==> src/rtl/step_move_planner.sv <==
// Step move planner: turns one move command into a trapezoidal or triangular
// period ramp for the downstream step pulse generator, counting its step ticks
// and reporting completion or abort.
module step_move_planner #(
  parameter int unsigned WIDTH    = 16,
  parameter int unsigned CNT_W    = 24,
  parameter int unsigned ACC_STEP = 16,
  parameter int unsigned SETTLE   = 4
) (
  input  logic             clk,
  input  logic             rst,
  input  logic             cmd_valid,
  output logic             cmd_ready,
  input  logic [CNT_W-1:0] cmd_steps,
  input  logic             cmd_dir,
  input  logic [WIDTH-1:0] cmd_start_period,
  input  logic [WIDTH-1:0] cmd_min_period,
  input  logic             abort,
  input  logic             step_tick,
  output logic             drv_enable,
  output logic             drv_dir,
  output logic [WIDTH-1:0] drv_period,
  output logic [CNT_W-1:0] steps_left,
  output logic             busy,
  output logic             done,
  output logic             aborted
);

  typedef enum logic [2:0] {
    StIdle,
    StDirSetup,
    StAccel,
    StCruise,
    StDecel,
    StDone
  } state_e;

  localparam logic [WIDTH:0]   AccStepW   = (WIDTH + 1)'(ACC_STEP);
  localparam logic [WIDTH-1:0] AccStep    = WIDTH'(ACC_STEP);
  localparam logic [7:0]       SettleLast = 8'(SETTLE - 1);

  state_e           state_q, state_d;
  logic [CNT_W-1:0] steps_q, steps_d;
  logic [CNT_W-1:0] n_acc_q, n_acc_d;
  logic [WIDTH-1:0] period_q, period_d;
  logic [WIDTH-1:0] start_q, start_d;
  logic [WIDTH-1:0] min_q, min_d;
  logic             dir_q, dir_d;
  logic             aborted_q, aborted_d;
  logic [7:0]       settle_q, settle_d;

  logic             moving;
  logic [CNT_W-1:0] steps_dec;
  logic [CNT_W-1:0] n_inc;
  logic [WIDTH-1:0] period_dn;
  logic [WIDTH:0]   period_up_w;
  logic [WIDTH-1:0] period_up;
  logic [WIDTH-1:0] start_clamped;

  // Ramp arithmetic: compare before subtracting, add at WIDTH+1 bits so neither wraps.
  always_comb begin
    steps_dec     = steps_q - CNT_W'(1);
    n_inc         = n_acc_q + CNT_W'(1);
    period_dn     = ({1'b0, period_q} >= ({1'b0, min_q} + AccStepW)) ? (period_q - AccStep)
                                                                      : min_q;
    period_up_w   = {1'b0, period_q} + AccStepW;
    period_up     = (period_up_w >= {1'b0, start_q}) ? start_q : period_up_w[WIDTH-1:0];
    start_clamped = (cmd_start_period < cmd_min_period) ? cmd_min_period : cmd_start_period;
    moving        = (state_q == StAccel) || (state_q == StCruise) || (state_q == StDecel);
  end

  // Next-state and datapath update.
  always_comb begin
    state_d   = state_q;
    steps_d   = steps_q;
    n_acc_d   = n_acc_q;
    period_d  = period_q;
    start_d   = start_q;
    min_d     = min_q;
    dir_d     = dir_q;
    aborted_d = aborted_q;
    settle_d  = settle_q;

    unique case (state_q)
      StIdle: begin
        if (cmd_valid) begin
          steps_d   = cmd_steps;
          n_acc_d   = '0;
          dir_d     = cmd_dir;
          start_d   = start_clamped;
          min_d     = cmd_min_period;
          // Clamped start keeps the period at or above min for the whole move.
          period_d  = start_clamped;
          aborted_d = 1'b0;
          settle_d  = '0;
          state_d   = (cmd_steps == '0) ? StDone : StDirSetup;
        end
      end
      StDirSetup: begin
        if (settle_q == SettleLast) begin
          state_d = StAccel;
        end else begin
          settle_d = settle_q + 8'd1;
        end
      end
      StAccel: begin
        if (step_tick) begin
          steps_d  = steps_dec;
          n_acc_d  = n_inc;
          period_d = period_dn;
          if (steps_dec == '0) begin
            state_d = StDone;
          end else if (steps_dec <= n_inc) begin
            state_d = StDecel;
          end else if (period_dn == min_q) begin
            state_d = StCruise;
          end
        end
      end
      StCruise: begin
        if (step_tick) begin
          steps_d = steps_dec;
          if (steps_dec == '0) begin
            state_d = StDone;
          end else if (steps_dec <= n_acc_q) begin
            state_d = StDecel;
          end
        end
      end
      StDecel: begin
        if (step_tick) begin
          steps_d  = steps_dec;
          period_d = period_up;
          if (steps_dec == '0) begin
            state_d = StDone;
          end
        end
      end
      StDone: begin
        state_d = StIdle;
      end
      default: begin
        state_d = StIdle;
      end
    endcase

    // Abort overrides any transition; a same-cycle tick has already been counted above.
    if (abort && (moving || (state_q == StDirSetup))) begin
      state_d   = StDone;
      aborted_d = 1'b1;
    end
  end

  // State and datapath registers with synchronous reset.
  always_ff @(posedge clk) begin
    if (rst) begin
      state_q   <= StIdle;
      steps_q   <= '0;
      n_acc_q   <= '0;
      period_q  <= '0;
      start_q   <= '0;
      min_q     <= '0;
      dir_q     <= 1'b0;
      aborted_q <= 1'b0;
      settle_q  <= '0;
    end else begin
      state_q   <= state_d;
      steps_q   <= steps_d;
      n_acc_q   <= n_acc_d;
      period_q  <= period_d;
      start_q   <= start_d;
      min_q     <= min_d;
      dir_q     <= dir_d;
      aborted_q <= aborted_d;
      settle_q  <= settle_d;
    end
  end

  // Output decode.
  always_comb begin
    cmd_ready  = (state_q == StIdle) && !rst;
    busy       = (state_q != StIdle);
    drv_enable = moving;
    done       = (state_q == StDone);
    aborted    = (state_q == StDone) && aborted_q;
    drv_dir    = dir_q;
    drv_period = period_q;
    steps_left = steps_q;
  end

endmodule

==> config.mk <==
export PLATFORM = sky130hd
export DESIGN_NAME = step_move_planner
export DESIGN_NICKNAME = d
export VERILOG_FILES = /design/src/rtl/step_move_planner.sv
export SDC_FILE = /design/constraint.sdc
export NUM_CORES = 1
export LEC_CHECK = 0
export CORE_MARGIN = 2
export CORE_UTILIZATION = 45
export CTS_BUF_LIST = sky130_fd_sc_hd__clkbuf_8
export CTS_CLUSTER_DIAMETER = 50
export DETAILED_ROUTE_END_ITERATION = 10
export GPL_TIMING_DRIVEN = 0
export PLACE_DENSITY = 0.66
export SKIP_LAST_GASP = 1
export SYNTH_ARGS = -nofsm -noshare
export SYNTH_HDL_FRONTEND = slang
export SYNTH_SLANG_ARGS = --single-unit
==> constraint.sdc <==
create_clock -name clk -period 7.8 [get_ports clk]
set_input_delay 2.34 -clock clk [delete_from_list [all_inputs] [get_ports clk]]
set_output_delay 2.34 -clock clk [all_outputs]
set_load 0.01 [all_outputs]
# ---- After elaboration in Yosys (flattened, before gate mapping)
# Index checks and enable logic that the tools add are counted.
dict set report totals {
  register_bits 109
  in_bits 62
  out_inout_bits 46
  elab_cells 106
}
dict set report classes {
  addsub 6
  magnitude_cmp 5
  eq_ne 25
  muxes 33
  reduce_logical 27
}
# operator n
set op_table {}
lappend op_table {{$mux 16} 6}
lappend op_table {{$mux 24} 4}
lappend op_table {{$pmux 24 s2} 2}
lappend op_table {{$le 24x24->1} 2}
lappend op_table {{$logic_not 24->1} 2}
lappend op_table {{$pmux 16 s3} 1}
lappend op_table {{$mux 3} 13}
lappend op_table {{$add 16x5->17 const B} 2}
lappend op_table {{$add 24x1->24 const B} 1}
lappend op_table {{$sub 24x1->24 const B} 1}
lappend op_table {{$ge 16x17->1} 1}
lappend op_table {{$ge 17x16->1} 1}
lappend op_table {{$eq 16x16->1} 1}
lappend op_table {{$lt 16x16->1} 1}
lappend op_table {{$mux 8} 2}
lappend op_table {{$pmux 8 s2} 1}
lappend op_table {{$reduce_and 8->1} 2}
lappend op_table {{$sub 16x5->16 const B} 1}
lappend op_table {{$pmux 3 s5} 1}
lappend op_table {{$ne 2x2->1 const B} 6}
lappend op_table {{$ne 3x2->1 const B} 4}
lappend op_table {{$reduce_bool 2->1} 5}
lappend op_table {{$reduce_and 3->1} 3}
lappend op_table {{$add 8x1->8 const B} 1}
lappend op_table {{19 further kinds} 32}

# ---- Depth between registers and ports, before layout
# Gate-level depths: netlist of the first run.
dict set report depth {
  word_depth 10
  ltp_mapped 17
  mapped_depth_nobuf 17
}

# ---- Worst setup path after synthesis of the first run
# OpenSTA, ideal clock, no wires.
dict set report synth_path {
  path_kind {input -> output}
  start {input port rst}
  end {output port cmd_ready}
  arrival_ns 2.675
  required_ns 5.460
  path_slack_ns 2.785
  stages 2
  path_buffers 1
  path_cell_list {buf_6 nor2_1}
}
dict set report synth_between {
  elab_chain_len 2
}
# item line
set synth_rtl {}
lappend synth_rtl {{start, declared} 11} ;# input logic rst,
lappend synth_rtl {{$logic_not 1->1} 181} ;# cmd_ready = (state_q == StIdle) && !rst;
lappend synth_rtl {{$logic_and 1x1->1} 181}
lappend synth_rtl {{end, declared} 13} ;# output logic cmd_ready,
# No other way between the ends.

# ---- Worst setup path in the final report of the first run
dict set report layout_path {
  start {register state_q[1]}
  end {output port drv_enable}
}
dict set report layout_between {
  elab_chain_len 3
  word_cells_on_any_way 5
  classes_between {eq/ne: 3; reduce/logical: 2}
}
# item line
set layout_rtl {}
lappend layout_rtl {{start, declared} 42} ;# state_e state_q, state_d;
lappend layout_rtl {{start signal, assigned} 157} ;# state_q <= StIdle;
lappend layout_rtl {{start signal, assigned} 167} ;# state_q <= state_d;
lappend layout_rtl {{$eq 3x2->1} 69} ;# moving = (state_q == StAccel) || (state_q == StCruise) || (state_q == StDecel);
lappend layout_rtl {{$logic_or 1x1->1} 69}
lappend layout_rtl {{$logic_or 1x1->1 (*)} 69}
lappend layout_rtl {{end, declared} 20} ;# output logic drv_enable,
# Every way passes the cells marked *; elsewhere a longest branch is shown, timed or not.

==> impl_metrics.py, run 1 <==
metrics = {
    "critical_path": {
        "critPathCaptureType": "output pin",
        "cp_max_fo": 10,
        "ff2ff_setup_slack_ns": 2.66,
        "cp-endpoint": "drv_enable",
        "r2r_cells": 17,
        "slowest_delay_ns": 0.63,
        "cp_slowest_cell": "clkdlybuf4s50_1",
        "crit_chain": "buf_4, nor2_1, and2_1, clkbuf_8, nor2_1, clkinv_1, clkdlybuf4s50_1",
        "crit_top_cell": "nor2_1",
        "crit_start": "state_q[1]",
        "critical_path_class": "reg2out",
        "r2r_start": "n_acc_q[8]",
        "rr_endpoint": "state_q[2]",
        "required_ns": 5.46,
        "arrival_ns": 3.20,
        "start_kind": "flop",
    },
    "floorplan": {
        "start_util": 0.460,
        "design.die.area_um2": 21900,
        "rows": 52,
        "coreArea_um2": 20300,
        "io_pins": 108,
        "die_height_um": 148,
        "die_width_um": 148,
    },
    "routing": {
        "drc": 0,
        "dr_total_vias": 9453,
        "drt_pass1_iterations": 5,
        "antenna_left": 0,
        "vias_per_cell": 5.85,
        "first_iter_violations": 745,
        "routed_wl_mm": 29.4,
        "wl_per_cell_um": 18.2,
    },
    "layout": {
        "fillers": 2032,
        "diodes": 0,
        "fin_cells": 1615,
        "area_delta_synth_final_pct": 17.4,
        "finalInstanceArea_um2": 11000,
        "fin_util": 0.540,
        "nNetsFinal": 1504,
        "drive_above_1_share": 0.0431,
    },
    "clock_tree": {
        "cts_resized": 0,
        "postCtsSetupBuffers": 0,
        "cts_sinks": 109,
        "htree_levels": 3,
        "cts_root_buf": "clkbuf_8",
        "cts_buffers": 9,
        "cts_tree": "yes",
        "cts_buffer_depth": 2,
        "clkLatencyLatePin_ns": 0.40,
        "clkTransAtPathRegs_ns": 0.11,
        "cts_hold_buf": 0,
    },
    "power": {
        "power_frac_comb": 0.753,
        "clockPowerShare": 0.077,
        "netSwitchingFraction": 0.522,
        "p_total_mw": 5.25,
        "p_int_mw": 2.51,
        "cellPowerDensity_nw_per_um2": 479,
        "seqPwrFrac": 0.171,
        "worst_ir_drop_vdd_mv": 0.217,
        "leakagePower_nw": 4.32,
        "p_switching_mw": 2.74,
    },
    "timing": {
        "tightest_slew_ns": 0.912,
        "slew_headroom": 0.388,
        "finClkSkew_ns": 0.0124,
        "timing.fmax_mhz": 181,
        "finalHoldViolCount": 0,
        "finalCritPeriodShare": 0.710,
        "rsz0062_at_grt": "false",
        "finalCriticalPeriod_ns": 5.54,
        "hold_ws_ns": 0.484,
        "setup_viol": 0,
        "slew_violations": 0,
        "setup_ws_ns": 2.26,
        "fin_tns_setup_ns": 0,
    },
    "logic_synthesis": {
        "synthesis.area_um2": 9330,
        "synth_top_family_by_area": "simple AND/OR/NAND/NOR gates",
        "ys_top_cells_by_area": "dfxtp_1 23%, ha_1 14%, xnor2_1 5.7%",
        "postSynthAreaPerCell_um2": 7.63,
        "synth_seq_cells": 109,
        "synth_cell_types": 70,
        "synth.yosys.seq_area_share": 0.234,
        "syn_nets": 1387,
        "synthAdderAreaFrac": 0.137,
        "synth_top_area_frac": 0.234,
        "async_reset_ff_frac": 0,
        "syn_inst": 1223,
        "synth-compound-area-share": 0.212,
        "synth-edff-count": 0,
        "synth_simple_gate_area_share": 0.218,
        "synth_ff_type": "dfxtp_1",
        "synth_xor_area_frac": 0.0897,
        "yosysWarnings": 0,
        "yosysTopAreaCell": "dfxtp_1",
        "synthMuxAreaShare": 0.0397,
    },
    "grt": {
        "grt_antenna_before_repair": 0,
        "grt_start_max_net_pins": 19,
        "grt_pass1_vias": 8724,
        "grt_pass1_wl_mm": 46.3,
        "grtUsageTotal": 0.265,
        "overflow": 0,
    },
    "place": {
        "dpl-instance-area_um2": 10700,
        "dpl.hpwl_mm": 23.0,
        "dp.cells": 1599,
        "portBuffers": 106,
        "gp_congestion": 0.971,
        "place_ws_ns": 1.89,
    },
    "run": {
        "cap_violations": 0,
    },
    "run_status": {
        "status": "complete, no violations",
    },
    "min_path": {
        "hp-class": "reg2reg",
        "whs_path_depth": 2,
    },
}
## cell usage after synthesis, drive strengths merged (5+ instances only)
cell,number
a22oi,8
nand4,20
o21ai,93
or4,6
nor2b,7
a21oi,89
and2,11
nor2,122
or3,12
o22ai,29
a211oi,11
o221a,7
nand2,87
mux2,8
nand3,44
a31oi,13
nor4,20
ha,102
clkbuf,54
a21o,17
and4,6
dfxtp,109
nor4b,5
xnor2,61
inv,85
and3,24
mux2i,28
nor3,28
xor2,32
o22a,5
o211ai,6
o21a,6
buf,12
## placed cells by master, fill, tap and decap left out, drive strengths merged, types with 11 or more instances in the layout
cell / netlist / layout
clkbuf: 54 / 63
nand3: 44 / 44
and3: 24 / 24
o22ai: 29 / 29
or3: 12 / 12
inv: 85 / 86
nor2: 122 / 122
a21oi: 89 / 89
clkdlybuf4s50: 0 / 106
nor4: 20 / 20
a31oi: 13 / 13
nand2: 87 / 87
xnor2: 61 / 61
a21o: 17 / 17
nor3: 28 / 28
ha: 102 / 102
dfxtp: 109 / 109
nand4: 20 / 20
xor2: 32 / 32
mux2i: 28 / 28
a211oi: 11 / 11
and2: 11 / 11
o21ai: 93 / 93
buf: 12 / 12
## worst max-delay path: cells and delay by family (launching register included)
family                 cells  cell delay [ns]
buffers and inverters      4             1.54
DFF                        1             0.34
and+or+nand+nor            3             0.91
## power by group through the flow
stage,Combinational [mW],Sequential (mW),Clock (mW)
after floorplan,2.71,0.877,0
after global placement,3.77,0.903,0
after detailed placement,3.84,0.903,0
after CTS,3.87,0.890,0.415
after global routing,4.35,0.913,0.430
final,3.95,0.895,0.403
## sequential cells by signal, indices dropped and copies added, names as in the netlist
| name | cells |
|---|---|
| aborted_q | 1 |
| n_acc_q | 24 |
| state_q | 3 |
| start_q | 16 |
| drv_dir | 1 |
| settle_q | 8 |
| min_q | 16 |
| steps_left | 24 |
| drv_period | 16 |
## metal layers
| metal | global-route usage | wire (um) | vias up |
|---|---|---|---|
| met5 | 0 | 0 | - |
| met4 | 0.0662 | 461 | 0 |
| met3 | 0.0497 | 2100 | 44 |
| met2 | 0.413 | 13000 | 344 |
| met1 | 0.378 | 13800 | 4427 |
| li1 | - | - | 4638 |
## worst min-delay path by stage
stage	start	slack, ns	to
2_1_floorplan	aborted_q	0.43	aborted_q
3_3_place_gp	aborted_q	0.47	aborted_q
3_5_place_dp	aborted_q	0.47	aborted_q
4_1_cts	aborted_q	0.49	aborted_q
5_1_grt	drv_dir	0.52	drv_dir
6_report	aborted_q	0.48	aborted_q
## cells by family (layout without fill, tap and decap cells)
logic type / count (synthesis) / after routing
AOI/OAI and AO/OA: 319 / 319
xor gates and xnor gates: 94 / 94
adders and majority gates: 102 / 102
buffers and inverters: 153 / 275
DFF: 109 / 109
muxes: 36 / 36
and+or+nand+nor: 410 / 410
## area by class of cell
cell class | count | area, um^2 | share of cell area
clock buffer | 9 | 124 | 0.0113
clock inverter | 7 | 98.8 | 0.00902
multi-input combinational | 961 | 6500 | 0.593
timing repair buffer | 106 | 1060 | 0.0969
sequential | 109 | 2180 | 0.199
tap | 270 | 338 | 0.0308
inverter | 86 | 323 | 0.0295
buffer | 67 | 327 | 0.0298
(Power assumes the default switching activity.)
==> run 2, diff against run 1 <==
--- a/config.mk
+++ b/config.mk
@@ -11,7 +11,7 @@
 export CTS_CLUSTER_DIAMETER = 50
 export DETAILED_ROUTE_END_ITERATION = 10
 export GPL_TIMING_DRIVEN = 0
-export PLACE_DENSITY = 0.66
+export PLACE_DENSITY = 0.69
 export SKIP_LAST_GASP = 1
 export SYNTH_ARGS = -nofsm -noshare
 export SYNTH_HDL_FRONTEND = slang
==> constraint.sdc (replaced) <==
create_clock -name clk -period 5 [get_ports clk]
set_input_delay 1.5 -clock clk [delete_from_list [all_inputs] [get_ports clk]]
set_output_delay 1.5 -clock clk [all_outputs]
set_load 0.01 [all_outputs]
==> run 2 against run 1 <==
Against the previous run: sequential power increased by 56%; sequential share of layout area about the same; design area is 0.23% higher; total power is 56% higher; routed wire length down 0.37%; largest power group unchanged; die area unchanged; clock skew increased by 0.0071 ns; critical endpoint is now state_q[2]; worst setup slack worse by 2.1 ns; highest routed layer unchanged; first-iteration DRC count up 5.0%; clock power increased by 47%; sequential cell count stayed put; core utilization grew 0.12 points.
==> impl_metrics.py, run 2 (synthesized netlist as in run 1, its figures left out) <==
metrics = {
    "critical_path": {
        "crit_buf_inv": 1,
        "critPathCaptureType": "flop",
        "cp_slowest_cell": "or4b_2",
        "slowest_delay_ns": 0.60,
        "arrival_ns": 5.14,
        "crit_chain": "and3_1, or4b_2, clkbuf_1, nor3_4, and3_1, and3_1, and3_1, xnor2_1, ha_1, or4_1, a221oi_2, mux2_2, a31oi_2, a21o_1, a211o_1, a31oi_1",
        "critical-path-top-delay-family": "simple AND/OR/NAND/NOR gates",
        "critical_path_class": "reg2reg",
        "crit_top_cell": "and3_1",
        "start_kind": "flop",
        "cp_max_fo": 7,
        "required_ns": 5.34,
    },
    "clock_tree": {
        "cts_tree": "yes",
        "clkTransAtPathRegs_ns": 0.12,
        "clkLatencyLatePin_ns": 0.41,
        "cts_buffers": 9,
        "cts_buffer_depth": 2,
        "cts_sinks": 109,
        "htree_levels": 3,
        "cts_root_buf": "clkbuf_8",
    },
    "routing": {
        "antenna_left": 0,
        "first_iter_violations": 782,
        "drc": 0,
        "vias_per_cell": 5.91,
        "dr_total_vias": 9549,
        "wl_per_cell_um": 18.1,
        "drt_pass1_iterations": 5,
        "routed_wl_mm": 29.2,
    },
    "layout": {
        "diodes": 0,
        "final_cell_mix": "122 x nor2_1, 109 x dfxtp_1, 106 x clkdlybuf4s50_1",
        "drive_above_1_share": 0.0475,
        "area_delta_synth_final_pct": 17.6,
        "nNetsFinal": 1505,
        "fillers": 1999,
        "layout_commonest_cell": "nor2_1",
        "finalInstanceArea_um2": 11000,
        "fin_cells": 1616,
    },
    "timing": {
        "tightest_slew_ns": 1.09,
        "finalHoldViolCount": 0,
        "rsz0062_at_grt": "false",
        "finalCritPeriodShare": 0.960,
        "setup_ws_ns": 0.200,
        "slew_violations": 0,
        "finClkSkew_ns": 0.0195,
        "setup_viol": 0,
        "slew_headroom": 0.265,
        "timing.fmax_mhz": 208,
        "finalCriticalPeriod_ns": 4.80,
    },
    "grt": {
        "grt_antenna_before_repair": 0,
        "grt_pass1_vias": 8914,
        "overflow": 0,
        "grtUsageTotal": 0.262,
        "grt_pass1_wl_mm": 46.1,
        "grt_start_max_net_pins": 20,
    },
    "place": {
        "dpl-instance-area_um2": 10700,
        "dpl.hpwl_mm": 22.8,
        "gp_congestion": 0.972,
        "dp.cells": 1599,
        "portBuffers": 106,
        "place_ws_ns": -0.101,
    },
    "run_status": {
        "status": "complete, no violations",
    },
    "power": {
        "worst_ir_drop_vdd_mv": 0.331,
        "leakagePower_nw": 4.34,
        "cellPowerDensity_nw_per_um2": 747,
    },
    "floorplan": {
        "design.die.area_um2": 21900,
        "io_pins": 108,
        "die_height_um": 148,
        "die_width_um": 148,
        "start_util": 0.460,
        "rows": 52,
        "coreArea_um2": 20300,
    },
    "run": {
        "cap_violations": 0,
    },
    "min_path": {
        "hp-class": "reg2reg",
    },
}
[run 2: cell count changes in the layout (fill, tap and decap cells not counted), sizes merged]
cell	before	now
clkinvlp	3	1
clkinv	2	3
bufinv	2	1
inv	86	88
buf	12	13
[run 2: stage by stage]
stage | setup TNS, ns | hold slack (ns) | utilization | total power [mW]
floorplan | 0 | 0.432 | - | 5.59
global placement | -0.255 | 0.469 | 0.529 | 7.28
detailed placement | -0.492 | 0.470 | 0.529 | 7.39
CTS | 0 | 0.496 | 0.539 | 8.00
global route | 0 | 0.511 | 0.541 | 8.89
finish | 0 | 0.490 | 0.541 | 8.20
[run 2: layer usage]
layer | global-route usage | vias to the layer above | routed length (um)
li1 | - | 4641 | -
met1 | 0.363 | 4484 | 13400
met2 | 0.420 | 368 | 13200
met3 | 0.0414 | 56 | 2000
met4 | 0.0810 | 0 | 621
met5 | 0 | - | 0
[run 2: layout make-up]
type | instances | area, um^2 | area share
Buffer | 67 | 327 | 0.0297
Clock buffer | 9 | 124 | 0.0113
Clock inverter | 7 | 80.1 | 0.00729
Inverter | 86 | 323 | 0.0294
Multi-Input combinational cell | 961 | 6540 | 0.595
Sequential cell | 109 | 2180 | 0.199
Tap cell | 270 | 338 | 0.0308
Timing Repair Buffer | 107 | 1070 | 0.0973
[run 2: power by group]
| part | switching (mW) | internal, mW | leakage (nW) |
|---|---|---|---|
| clock network | 0.354 | 0.239 | 0.102 |
| logic | 3.63 | 2.58 | 3.35 |
| registers | 0.318 | 1.08 | 0.890 |
[run 2: repair_timing]
action / 4_1_cts / 5_1_grt
buffers inserted: 0 / 1
gates resized for setup: 1 / 5
hold buffers: 0 / 0
endpoints found under the setup margin: 1 / 3
pin swaps: 0 / 1
[run 2: worst reg2reg max path: stages (launching register included)]
cell,delay [ns]
dfxtp_1,0.49
and3_1,0.22
or4b_2,0.60
clkbuf_1,0.26
nor3_4,0.30
and3_1,0.27
and3_1,0.26
and3_1,0.24
xnor2_1,0.08
ha_1,0.21
or4_1,0.49
a221oi_2,0.34
mux2_2,0.23
a31oi_2,0.07
a21o_1,0.24
a211o_1,0.28
a31oi_1,0.16
[run 2: final timing paths]
kind | start | endpoint | slack [ns] | cells past startpoint
setup / recovery | n_acc_q[0] | state_q[2] | 0.20 | 16
hold / removal | drv_dir | drv_dir | 0.49 | 1
setup reg to reg | n_acc_q[0] | state_q[2] | 0.20 | 16
hold reg to reg | drv_dir | drv_dir | 0.49 | 1
==> run 3, diff against run 2 <==
--- a/config.mk
+++ b/config.mk
@@ -13,6 +13,7 @@
 export GPL_TIMING_DRIVEN = 0
 export PLACE_DENSITY = 0.69
 export SKIP_LAST_GASP = 1
+export SLEW_MARGIN = 25
 export SYNTH_ARGS = -nofsm -noshare
 export SYNTH_HDL_FRONTEND = slang
 export SYNTH_SLANG_ARGS = --single-unit
==> results of run 3 <==
The final DEF is identical to that of run 2; final timing and power are the same.
